**config.mk**
```make
export PLATFORM = sky130hd
export DESIGN_NAME = add_accumulator
export DESIGN_NICKNAME = d
export VERILOG_FILES = /design/src/rtl/add_accumulator_pkg.sv /design/src/rtl/add_accumulator_carry_select.sv /design/src/rtl/add_accumulator.sv
export SDC_FILE = /design/constraint.sdc
export NUM_CORES = 1
export LEC_CHECK = 0
export CORE_MARGIN = 5
export CORE_UTILIZATION = 50
export CTS_CLUSTER_DIAMETER = 40
export DETAILED_ROUTE_END_ITERATION = 16
export GPL_TIMING_DRIVEN = 0
export HOLD_SLACK_MARGIN = 0.02
export MAX_ROUTING_LAYER = met4
export PLACE_DENSITY = 0.88
export SLEW_MARGIN = 0
export SYNTH_ARGS = -nofsm -noshare
export SYNTH_HDL_FRONTEND = slang
export SYNTH_SLANG_ARGS = --single-unit
```
**constraint.sdc**
```tcl
create_clock -name clk -period 3.3 [get_ports clk]
set_input_delay 0.66 -clock clk [delete_from_list [all_inputs] [get_ports clk]]
set_output_delay 0.66 -clock clk [all_outputs]
set_load 0.03 [all_outputs]
```
**src/rtl/add_accumulator_pkg.sv**
```systemverilog
// Shared definitions for the burst accumulator: datapath width and FSM state encoding.
package add_accumulator_pkg;

  localparam int unsigned Width = 16;

  typedef enum logic [1:0] {
    StIdle  = 2'd0,
    StAccum = 2'd1,
    StDone  = 2'd2
  } state_e;

endpackage

```
**src/rtl/add_accumulator_carry_select.sv**
```systemverilog
// 16-bit carry-select adder: 4-bit blocks precompute both carry-in cases, the ripple only muxes.
module add_accumulator_carry_select
  import add_accumulator_pkg::*;
(
  input  logic [Width-1:0] a_i,
  input  logic [Width-1:0] b_i,
  input  logic             carry_i,
  output logic [Width-1:0] sum_o,
  output logic             carry_o
);

  localparam int unsigned BlkW   = 4;
  localparam int unsigned NumBlk = Width / BlkW;

  logic [NumBlk:0] carry;

  assign carry[0] = carry_i;

  for (genvar i = 0; i < NumBlk; i++) begin : g_blk
    logic [BlkW:0] sum_c0;
    logic [BlkW:0] sum_c1;

    assign sum_c0 = {1'b0, a_i[i*BlkW +: BlkW]} + {1'b0, b_i[i*BlkW +: BlkW]};
    assign sum_c1 = {1'b0, a_i[i*BlkW +: BlkW]} + {1'b0, b_i[i*BlkW +: BlkW]}
                    + (BlkW + 1)'(1);

    assign sum_o[i*BlkW +: BlkW] = carry[i] ? sum_c1[BlkW-1:0] : sum_c0[BlkW-1:0];
    assign carry[i+1]            = carry[i] ? sum_c1[BlkW]     : sum_c0[BlkW];
  end

  assign carry_o = carry[NumBlk];

endmodule

```
**src/rtl/add_accumulator.sv**
```systemverilog
// Burst accumulator: sums a programmed number of streamed operands through the carry-select
// adder and presents the total plus a sticky wrap flag on a valid/ready result port.
module add_accumulator
  import add_accumulator_pkg::*;
#(
  parameter int unsigned WIDTH = 16,
  parameter int unsigned CNT_W = 8
) (
  input  logic             clk,
  input  logic             rst_n,
  input  logic             start,
  input  logic [CNT_W-1:0] len,
  input  logic             in_valid,
  output logic             in_ready,
  input  logic [WIDTH-1:0] in_data,
  output logic             out_valid,
  input  logic             out_ready,
  output logic [WIDTH-1:0] sum,
  output logic             carry_flag,
  output logic             busy
);

  state_e           state_q, state_d;
  logic [WIDTH-1:0] acc_q, acc_d;
  logic             flag_q, flag_d;
  logic [CNT_W-1:0] cnt_q, cnt_d;

  logic [WIDTH-1:0] add_sum;
  logic             add_carry;

  add_accumulator_carry_select u_adder (
    .a_i     (acc_q),
    .b_i     (in_data),
    .carry_i (1'b0),
    .sum_o   (add_sum),
    .carry_o (add_carry)
  );

  always_comb begin
    state_d   = state_q;
    acc_d     = acc_q;
    flag_d    = flag_q;
    cnt_d     = cnt_q;
    in_ready  = (state_q == StAccum);
    out_valid = (state_q == StDone);
    busy      = (state_q != StIdle);

    case (state_q)
      StIdle: begin
        if (start) begin
          acc_d  = '0;
          flag_d = 1'b0;
          if (len != '0) begin
            cnt_d   = len;
            state_d = StAccum;
          end else begin
            state_d = StDone;
          end
        end
      end
      StAccum: begin
        if (in_valid) begin
          acc_d  = add_sum;
          flag_d = flag_q | add_carry;
          cnt_d  = cnt_q - CNT_W'(1);
          if (cnt_q == CNT_W'(1)) begin
            state_d = StDone;
          end
        end
      end
      StDone: begin
        // A start coinciding with this handshake is dropped: IDLE is only entered here.
        if (out_ready) begin
          state_d = StIdle;
        end
      end
      default: state_d = StIdle;
    endcase
  end

  always_ff @(posedge clk or negedge rst_n) begin
    if (!rst_n) begin
      state_q <= StIdle;
      acc_q   <= '0;
      flag_q  <= 1'b0;
      cnt_q   <= '0;
    end else begin
      state_q <= state_d;
      acc_q   <= acc_d;
      flag_q  <= flag_d;
      cnt_q   <= cnt_d;
    end
  end

  assign sum        = acc_q;
  assign carry_flag = flag_q;

endmodule

```
==> impl_metrics.json, run 1 <==
{
  "status": "complete, no violations",
  "dieArea_um2": 5520,
  "worstPathRequired_ns": 3.51,
  "maxCapViolCount": 0,
  "drt_iter0_markers": 142,
  "place_ws_ns": -0.389,
  "cts_hold_buf": 0,
  "htree_num_levels": 1,
  "crit_path_end_kind": "flop",
  "cts_tree": "done",
  "drtAntennaViolNets": 0,
  "fill_cells": 318,
  "tightest_slew_ns": 0.620,
  "io_buffers": 48,
  "r2r-start": "sum[4]$_DFFE_PN0P_",
  "layout_commonest_cell": "clkdlybuf4s50_1",
  "drc": 0,
  "ys_seq_area_share_pct": 32.7,
  "critPathBufInv": 2,
  "p_leak_uw": 0.00114,
  "fin_util_pct": 67.0,
  "syn_area_um2": 2070,
  "maxSlewHeadroom_pct": 58.7,
  "dp_cells": 331,
  "cp_common_cell": "ha_1",
  "multi_input_area_um2": 1330,
  "cts-buffers-inserted": 3,
  "routed_via_density": 5.57,
  "drtPass1Iterations": 4,
  "nets": 341,
  "syn_area_per_cell_um2": 8.88,
  "finalMaxSlewViolations": 0,
  "period_share_pct": 99.4,
  "cp_max_fo": 4,
  "cts-root-buf": "clkbuf_8",
  "vias": 1870,
  "cp.arrival_ns": 3.49,
  "grt_pass1_wl_mm": 8.13,
  "setup_tns_ns": 0,
  "p_total_uw": 2370,
  "final_hold_viol_count": 0,
  "grt_antenna_before_repair": 0,
  "min_path_type": "in2async",
  "wl_per_cell_um": 14.1,
  "insertion_delay_ns": 0.27,
  "fin_skew_ns": 0.00288,
  "max_stage_delay_ns": 0.54,
  "rsz0062_at_grt": "true",
  "syn2layout_area_growth_pct": 29.6,
  "yosys_register_bits": 27,
  "critPathKind": "in2reg",
  "grt_max_degree": 28,
  "start_util_pct": 51.7,
  "grt_overflow_total": 0,
  "hpwlAfterDp_mm": 3.77,
  "synthesis.nets": 287,
  "powerDensity_nw_per_um2": 884,
  "ir_drop_mv": 0.474,
  "synth_edf_count": 0,
  "drt-total-wl_mm": 4.75,
  "num_antenna_cells": 0,
  "max-clock-path-buffers": 2,
  "synthCells": 233,
  "critical-path-slowest-cell": "fa_1",
  "track_usage_pct": 18.8,
  "placeableCoreArea_um2": 4000,
  "regArea_um2": 676,
  "routabilityCongestion": 0.890,
  "row_count": 23,
  "ys_types": 46,
  "cp-startpoint": "in_data[4]",
  "cp-start-kind": "input pin",
  "synthArstFlopShare_pct": 100,
  "cts.reportedPaths.clkPinSlew_ns": 0.09,
  "ys.flop_type": "dfrtp_1",
  "cp_cell_sequence": "clkdlybuf4s50_1, ha_1, fa_1, ha_1, o311ai_4, nor4_4, mux2i_1, buf_4, xnor2_1, or4_1, nand3_1",
  "fin_crit_ns": 3.28,
  "worst-path-stages": 11,
  "layout-drive-gt1-share_pct": 6.99,
  "cts.sinks": 27,
  "clock.fmax_ghz": 0.305,
  "die_y_um": 74.3,
  "yosys_warnings": 0,
  "die_x_um": 74.3,
  "num_io_pins": 49,
  "setup_viol_count_final": 0,
  "crit_family": "adder cells",
  "layout_common_cells": "clkdlybuf4s50_1, dfrtp_1, nand2_1, nor2_1, ha_1",
  "worst_slack_ns": 0.0188,
  "rr_worst_depth": 10,
  "layout.cells.non_filler": 336,
  "grt_pass1_vias": 1910
}
[cell usage after synthesis, types with 2 or more instances]
master	number	area, µm²
nor3_1	2	10.0
o21bai_1	2	15.0
a21oi_1	14	70.1
nor2_1	22	82.6
o22a_1	2	17.5
mux2i_1	4	40.0
a21o_1	3	22.5
a21oi_2	2	17.5
clkbuf_1	6	22.5
or4_1	2	15.0
o21ai_1	2	10.0
dfrtp_1	27	676
or2_2	2	12.5
xor2_1	5	43.8
fa_1	4	80.1
nand4_1	2	12.5
nand2_1	24	90.1
o21ai_0	18	90.1
o211ai_1	3	22.5
nand3_1	7	35.0
nand2b_1	3	18.8
xnor2_1	10	87.6
a31oi_1	3	18.8
nor2b_1	2	12.5
o311ai_1	2	17.5
and3_1	2	12.5
nor4_1	5	31.3
inv_1	15	56.3
ha_1	21	263
[final cells by class]
cell class,count,area share [%]
well taps,50,2.33
repair buffers,49,18.0
multi-input cells,184,49.7
clock buffers,4,1.68
inverters,16,2.24
plain buffers,6,0.840
flip-flops and latches,27,25.2
[final timing paths]
kind / to / slack (ns)
worst max-delay path: carry_flag$_DFFE_PN0P_ / 0.02
worst min-delay path: cnt_q[0]$_DFFE_PN0P_ / 0.39
worst max register to register: carry_flag$_DFFE_PN0P_ / 0.42
worst min register to register: cnt_q[1]$_DFFE_PN0P_ / 0.51
max in group asynchronous: sum[7]$_DFFE_PN0P_ / 2.50
min in group clk: cnt_q[1]$_DFFE_PN0P_ / 0.51
[metal layers]
layer | global-route usage (%) | vias up | share of wire (%)
met2 | 30.3 | 51 | 50
met1 | 24.3 | 880 | 44
li1 | - | 928 | -
met3 | 2.03 | 11 | 4.2
met5 | - | - | 0
met4 | 7.11 | 0 | 2.4
[state kept, by name (all words and copies together) (netlist names)]
signal      flops
carry_flag      1
sum            16
cnt_q           8
state_q         2
[power by group]
part / total (µW) / leakage (µW) / internal (µW) / switching [µW]
Sequential: 609 / 0.000341 / 476 / 133
Clock: 189 / 0.0000228 / 86.4 / 102
Combinational: 1570 / 0.000781 / 667 / 906
Total: 2370 / 0.00114 / 1230 / 1140
[repair_timing]
action | CTS | global route
resized for setup | 1 | 2
endpoints found under the setup margin | 2 | 4
buffers inserted | 1 | 0
endpoints found under the hold margin | 0 | 0
[cells by family after synthesis]
logic type | synth area share [%]
AND/OR/NAND/NOR | 19.7
buffers and inverters | 3.99
XOR/XNOR | 6.35
AO/OA/AOI/OAI | 18.8
adder cells (fa/ha/maj) | 16.6
multiplexers | 1.94
flip-flops | 32.7
[per-stage QoR]
stage	area [µm²]	hold slack, ns
after floorplan	2070	0.364
after global placement	2610	0.465
after detailed placement	2610	0.489
after CTS	2670	0.512
after global routing	2680	0.442
final	2680	0.393
No activity file was read; power rests on OpenSTA's default activity.
==> run 2: changes to the inputs <==
--- a/config.mk
+++ b/config.mk
@@ -5,6 +5,7 @@
 export SDC_FILE = /design/constraint.sdc
 export NUM_CORES = 1
 export LEC_CHECK = 0
+export CORE_ASPECT_RATIO = 0.9
 export CORE_MARGIN = 5
 export CORE_UTILIZATION = 50
 export CTS_CLUSTER_DIAMETER = 40
==> run 2 against run 1 <==
  * Total power rose by 5.0%
  * Via count is 3.6% higher
  * Final cell count grew 0.89%
  * Sequential power up 0.7%
  * First-iteration DRC count decreased by 9.2%
  * Setup slack better by 0.070 ns
  * Sequential share of layout area down 0.89 points
  * Maximum frequency increased by 2.2%
  * Register-to-register slack got worse by 0.10 ns
  * Critical path type unchanged
  * Largest power group unchanged
  * Highest routed layer unchanged
==> impl_metrics.json, run 2 (same netlist as run 1, synthesis figures left out) <==
{
  "grt_pass1_vias": 1917,
  "endpoint": "sum[14]$_DFFE_PN0P_",
  "fin_crit_ns": 3.21,
  "cp_cell_sequence": "clkdlybuf4s50_1, ha_1, inv_1, fa_2, nor2b_4, o311ai_4, nor4_4, mux2i_2, buf_4, xor2_4, buf_4, o211ai_1",
  "max-clock-path-buffers": 2,
  "status": "complete, no violations",
  "maxCapViolCount": 0,
  "tightest_slew_ns": 1.25,
  "num_antenna_cells": 0,
  "drtPass1Iterations": 4,
  "cts_hold_buf": 0,
  "finalMaxSlewViolations": 0,
  "htree_num_levels": 1,
  "drtAntennaViolNets": 0,
  "max_stage_delay_ns": 0.48,
  "met3_usage_pct": 2.16,
  "die_y_um": 71.0,
  "grt_pass1_wl_mm": 8.76,
  "cts.reportedPaths.clkPinSlew_ns": 0.10,
  "top_usage_layer": "met2",
  "cts_tree": "done",
  "track_usage_pct": 19.6,
  "rr_endpoint": "sum[14]$_DFFE_PN0P_",
  "syn2layout_area_growth_pct": 34.4,
  "layout_common_cells": "clkdlybuf4s50_1, dfrtp_1, nand2_1, nor2_1, ha_1",
  "final_hold_viol_count": 0,
  "setup_viol_count_final": 0,
  "dp_cells": 329,
  "fill_cells": 307,
  "period_share_pct": 97.3,
  "hpwlAfterDp_mm": 3.91,
  "placeableCoreArea_um2": 4050,
  "r2r-start": "sum[4]$_DFFE_PN0P_",
  "die_x_um": 77.8,
  "vias": 1938,
  "crit_family": "buffers and inverters",
  "num_io_pins": 49,
  "layout_commonest_cell": "clkdlybuf4s50_1",
  "worstPathRequired_ns": 3.47,
  "p_leak_uw": 0.00119,
  "row_count": 22,
  "fin_skew_ns": 0.00877,
  "cp.arrival_ns": 3.39,
  "cts-root-buf": "clkbuf_8",
  "crit_path_end_kind": "flop",
  "grt_max_degree": 28,
  "routed_via_density": 5.72,
  "p_total_uw": 2490,
  "maxSlewHeadroom_pct": 16.3,
  "placed_area_um2": 2610,
  "r2r_slack_ns": 0.32,
  "cp-startpoint": "in_data[0]",
  "finish.instance_area_um2": 2780,
  "routabilityCongestion": 0.918,
  "drc": 0,
  "worst-path-stages": 12,
  "layout-drive-gt1-share_pct": 11.3,
  "grt_overflow_total": 0,
  "ir_drop_mv": 0.425,
  "rr_worst_depth": 10,
  "critPathKind": "in2reg",
  "start_util_pct": 51.1,
  "cts-buffers-inserted": 3,
  "multi_input_area_um2": 1380,
  "min_path_type": "reg2reg",
  "insertion_delay_ns": 0.29,
  "dieArea_um2": 5520,
  "cp-start-kind": "input pin",
  "cts.sinks": 27,
  "use_met2_pct": 32.1,
  "drt_iter0_markers": 129,
  "cp_max_fo": 5,
  "powerDensity_nw_per_um2": 896,
  "regArea_um2": 676,
  "largest_register_ffs": 16,
  "clock.fmax_ghz": 0.311,
  "grtUsageMet1_pct": 25.9,
  "drt-total-wl_mm": 5.28,
  "grt_antenna_before_repair": 0,
  "cp_common_cell": "buf_4",
  "critPathBufInv": 4,
  "wl_per_cell_um": 15.6,
  "io_buffers": 48,
  "layout.cells.non_filler": 339,
  "critical-path-slowest-cell": "clkdlybuf4s50_1",
  "nets": 346
}
run 2: cell count changes in the layout (fill, tap and decap cells not counted), moves of 2 or more:
cell     delta
buf_4       +5
xnor2_2     +2
ha_2        +2
ha_1        -2
xnor2_1     -2
run 2: per-stage QoR:
step / util (%) / setup TNS (ns) / worst slack, ns / hold WS [ns]
finish: 68.7 / 0 / 0.0891 / 0.505
global route: 68.7 / -0.203 / -0.0733 / 0.547
CTS: 66.5 / 0 / 0.0388 / 0.509
detailed placement: 64.5 / -1.30 / -0.354 / 0.486
global placement: 64.5 / -1.06 / -0.329 / 0.469
floorplan: - / 0 / 0.268 / 0.364
run 2: repair_timing:
action	in CTS	in global routing
gates cloned	0	0
pin swaps	0	5
resized for setup	6	7
buffers inserted	0	6
endpoints found under the setup margin	2	4
run 2: cell type report:
| class | instances | area share [%] |
|---|---|---|
| plain buffers | 6 | 0.810 |
| repair buffers | 54 | 19.0 |
| well taps | 48 | 2.16 |
| clock inverters | 1 | 0.270 |
| inverters | 16 | 2.16 |
| clock buffers | 3 | 1.49 |
| flip-flops and latches | 27 | 24.3 |
| multi-input cells | 184 | 49.8 |
run 2: worst reg2reg max path: stages, from the launching register on:
cell and delay, ns:
dfrtp_1 0.41, ha_2 0.20, fa_1 0.60, ha_2 0.21, o311ai_4 0.11, nor4_4 0.32, mux2i_2 0.36, buf_4 0.19
xor2_4 0.23, buf_4 0.15, o211ai_1 0.09
run 2: routing by layer:
layer / vias up / wire [µm]
met1: 916 / 2310
li1: 941 / -
met2: 73 / 2590
met4: 0 / 76
met3: 8 / 299
met5: - / 0
run 2: worst min-delay path by stage:
stage / cells past startpoint / slack, ns / from / to
after global routing: 2 / 0.55 / cnt_q[1]$_DFFE_PN0P_ / cnt_q[1]$_DFFE_PN0P_
after floorplan: 0 / 0.36 / rst_n / carry_flag$_DFFE_PN0P_
after global placement: 2 / 0.47 / cnt_q[1]$_DFFE_PN0P_ / cnt_q[1]$_DFFE_PN0P_
final: 2 / 0.50 / cnt_q[1]$_DFFE_PN0P_ / cnt_q[1]$_DFFE_PN0P_
after detailed placement: 2 / 0.49 / cnt_q[1]$_DFFE_PN0P_ / cnt_q[1]$_DFFE_PN0P_
after CTS: 2 / 0.51 / cnt_q[1]$_DFFE_PN0P_ / cnt_q[1]$_DFFE_PN0P_
run 2: report_power, final:
group | leakage, µW | internal, µW | total, µW | switching, µW
clock | 0.0000217 | 86.2 | 201 | 115
combinational | 0.000826 | 719 | 1680 | 956
sequential | 0.000341 | 475 | 613 | 138
==> run 3: changes to the inputs <==
--- a/config.mk
+++ b/config.mk
@@ -5,6 +5,7 @@
 export SDC_FILE = /design/constraint.sdc
 export NUM_CORES = 1
 export LEC_CHECK = 0
+export ABC_AREA = 1
 export CORE_ASPECT_RATIO = 0.9
 export CORE_MARGIN = 5
 export CORE_UTILIZATION = 50
@@ -13,7 +14,7 @@
 export GPL_TIMING_DRIVEN = 0
 export HOLD_SLACK_MARGIN = 0.02
 export MAX_ROUTING_LAYER = met4
-export PLACE_DENSITY = 0.88
+export PLACE_DENSITY = 0.87
 export SLEW_MARGIN = 0
 export SYNTH_ARGS = -nofsm -noshare
 export SYNTH_HDL_FRONTEND = slang
==> run 3 against run 2 <==
  * Clock power is essentially flat
  * Sequential share of layout area fell by 0.62 points
  * Critical path depth up 1
  * Final cell count is 22% higher
  * Largest cell class unchanged
==> impl_metrics.json, run 3 <==
{
  "synth_edf_count": 0,
  "grt_pass1_wl_mm": 8.71,
  "min_path_type": "in2async",
  "row_count": 23,
  "status": "complete, no violations",
  "synthesis.nets": 355,
  "syn_area_per_cell_um2": 7.47,
  "num_antenna_cells": 0,
  "maxSlewHeadroom_pct": 59.2,
  "maxCapViolCount": 0,
  "syn_area_um2": 2250,
  "critPathKind": "in2reg",
  "worstPathRequired_ns": 3.47,
  "ir_drop_mv": 0.475,
  "clock.fmax_ghz": 0.357,
  "synth_top_area_share_pct": 30.0,
  "top_usage_layer": "met2",
  "die_y_um": 73.6,
  "grt_max_degree": 28,
  "cts_hold_buf": 0,
  "ys_seq_area_share_pct": 30.0,
  "die_x_um": 80.7,
  "met3_usage_pct": 1.72,
  "period_share_pct": 85.0,
  "fin_util_pct": 64.8,
  "drtPass1Iterations": 4,
  "track_usage_pct": 18.8,
  "routabilityCongestion": 0.837,
  "cp_common_cell": "nand2_4",
  "ys_types": 36,
  "cp.arrival_ns": 2.98,
  "drtAntennaViolNets": 0,
  "hpwlAfterDp_mm": 3.98,
  "insertion_delay_ns": 0.28,
  "cts_setup_buffers": 0,
  "cts_resized": 0,
  "dp_cells": 411,
  "wl_per_cell_um": 12.1,
  "synth_area_leader_cell": "dfrtp_1",
  "cts-root-buf": "clkbuf_8",
  "setup_tns_ns": 0,
  "hold_ws_ns": 0.375,
  "r2r_slack_ns": 0.88,
  "start_util_pct": 51.1,
  "layout_common_cells": "nand2_1, clkdlybuf4s50_1, inv_1, dfrtp_1, nor2_1",
  "grt_pass1_vias": 2030,
  "drt-total-wl_mm": 5.01,
  "grtUsageMet1_pct": 24.7,
  "cp_max_fo": 6,
  "io_buffers": 48,
  "synth_common_cells": "nand2_1, inv_1, dfrtp_1",
  "fin_skew_ns": 0.00502,
  "rr_worst_depth": 12,
  "nets": 408,
  "routed_via_density": 5.03,
  "synth.area.top_cells": "dfrtp_1, nand2_1, ha_1",
  "synthCells": 301,
  "placeableCoreArea_um2": 4400,
  "yosys_warnings": 0,
  "grt_antenna_before_repair": 0,
  "cp-start-kind": "input pin",
  "cts.reportedPaths.clkPinSlew_ns": 0.10,
  "drc": 0,
  "drt_iter0_markers": 99,
  "dieArea_um2": 5940,
  "yosysMostFrequentCell": "nand2_1",
  "tightest_slew_ns": 0.612,
  "grt_overflow_total": 0,
  "setup_viol_count_final": 0,
  "use_met2_pct": 30.5,
  "crit_path_end_kind": "flop",
  "cts.sinks": 27,
  "largest_register_ffs": 16,
  "max_stage_delay_ns": 0.55,
  "finalMaxSlewViolations": 0,
  "htree_num_levels": 1,
  "max-clock-path-buffers": 2,
  "synthArstFlopShare_pct": 100,
  "cts_tree": "done",
  "yosys_register_bits": 27,
  "final_hold_viol_count": 0,
  "cts-buffers-inserted": 3,
  "layout.cells.non_filler": 415,
  "ys.flop_type": "dfrtp_1",
  "layout-drive-gt1-share_pct": 9.07,
  "powerDensity_nw_per_um2": 888,
  "syn2layout_area_growth_pct": 26.8,
  "num_io_pins": 49,
  "rsz0062_at_grt": "false",
  "cp_cell_sequence": "clkdlybuf4s50_1, ha_1, fa_1, ha_1, nand3_2, nor2_4, nand3_2, nand2_2, nand2_4, nand2_4, nand2_4, o21ai_0, o22ai_1",
  "fin_crit_ns": 2.80,
  "p_leak_uw": 0.00140,
  "vias": 2088,
  "layout_commonest_cell": "nand2_1",
  "critical-path-slowest-cell": "fa_1"
}
-- run 3: area by class of cell --
type                            count  area, µm²
Buffer                              2       16.3
Clock buffer                        3       41.3
Clock inverter                      1       7.51
Fill cell                         387       1550
Inverter                           52        198
Multi-Input combinational cell    220       1360
Sequential cell                    27        676
Tap cell                           62       77.6
Timing Repair Buffer               48        475
-- run 3: critical path, delay by kind of cell --
kind                       cells  cell delay, ns
adders and majority gates      3            0.99
and+or+nand+nor                7            0.64
buffers and inverters          1            0.41
AOI/OAI and AO/OA              2            0.26
-- run 3: stage by stage --
stage	total power, µW	cell area (µm²)	setup WS, ns
2_1_floorplan	1840	2250	0.803
3_3_place_gp	2270	2810	0.243
3_5_place_dp	2330	2810	0.206
4_1_cts	2540	2860	0.491
5_1_grt	2780	2850	0.301
6_report	2530	2850	0.497
-- run 3: worst paths after layout --
check,from,end
worst max-delay path,in_data[4],sum[13]$_DFFE_PN0P_
worst min-delay path,rst_n,cnt_q[3]$_DFFE_PN0P_
worst max register to register,sum[4]$_DFFE_PN0P_,sum[13]$_DFFE_PN0P_
worst min register to register,sum[15]$_DFFE_PN0P_,sum[15]$_DFFE_PN0P_
max in group asynchronous,rst_n,sum[7]$_DFFE_PN0P_
min in group clk,sum[15]$_DFFE_PN0P_,sum[15]$_DFFE_PN0P_
-- run 3: where the power goes --
group | leakage, µW | switching [µW] | internal, µW | total (µW)
combinational | 0.00103 | 1080 | 667 | 1740
clock | 0.0000217 | 115 | 86.1 | 201
sequential | 0.000341 | 113 | 475 | 588
total | 0.00140 | 1300 | 1230 | 2530
-- run 3: cells by family after synthesis --
family,Yosys count,synth area share (%)
DFF,27,30.0
AOI/OAI and AO/OA,48,13.2
xor gates and xnor gates,6,2.34
buffers and inverters,54,9.51
and+or+nand+nor,141,29.7
adders and majority gates,25,15.2
-- run 3: routing by layer --
metal | wire length (µm) | share of wire, %
met1 | 2350 | 47
met2 | 2400 | 48
met3 | 186 | 3.7
met4 | 78 | 1.6
met5 | 0 | 0
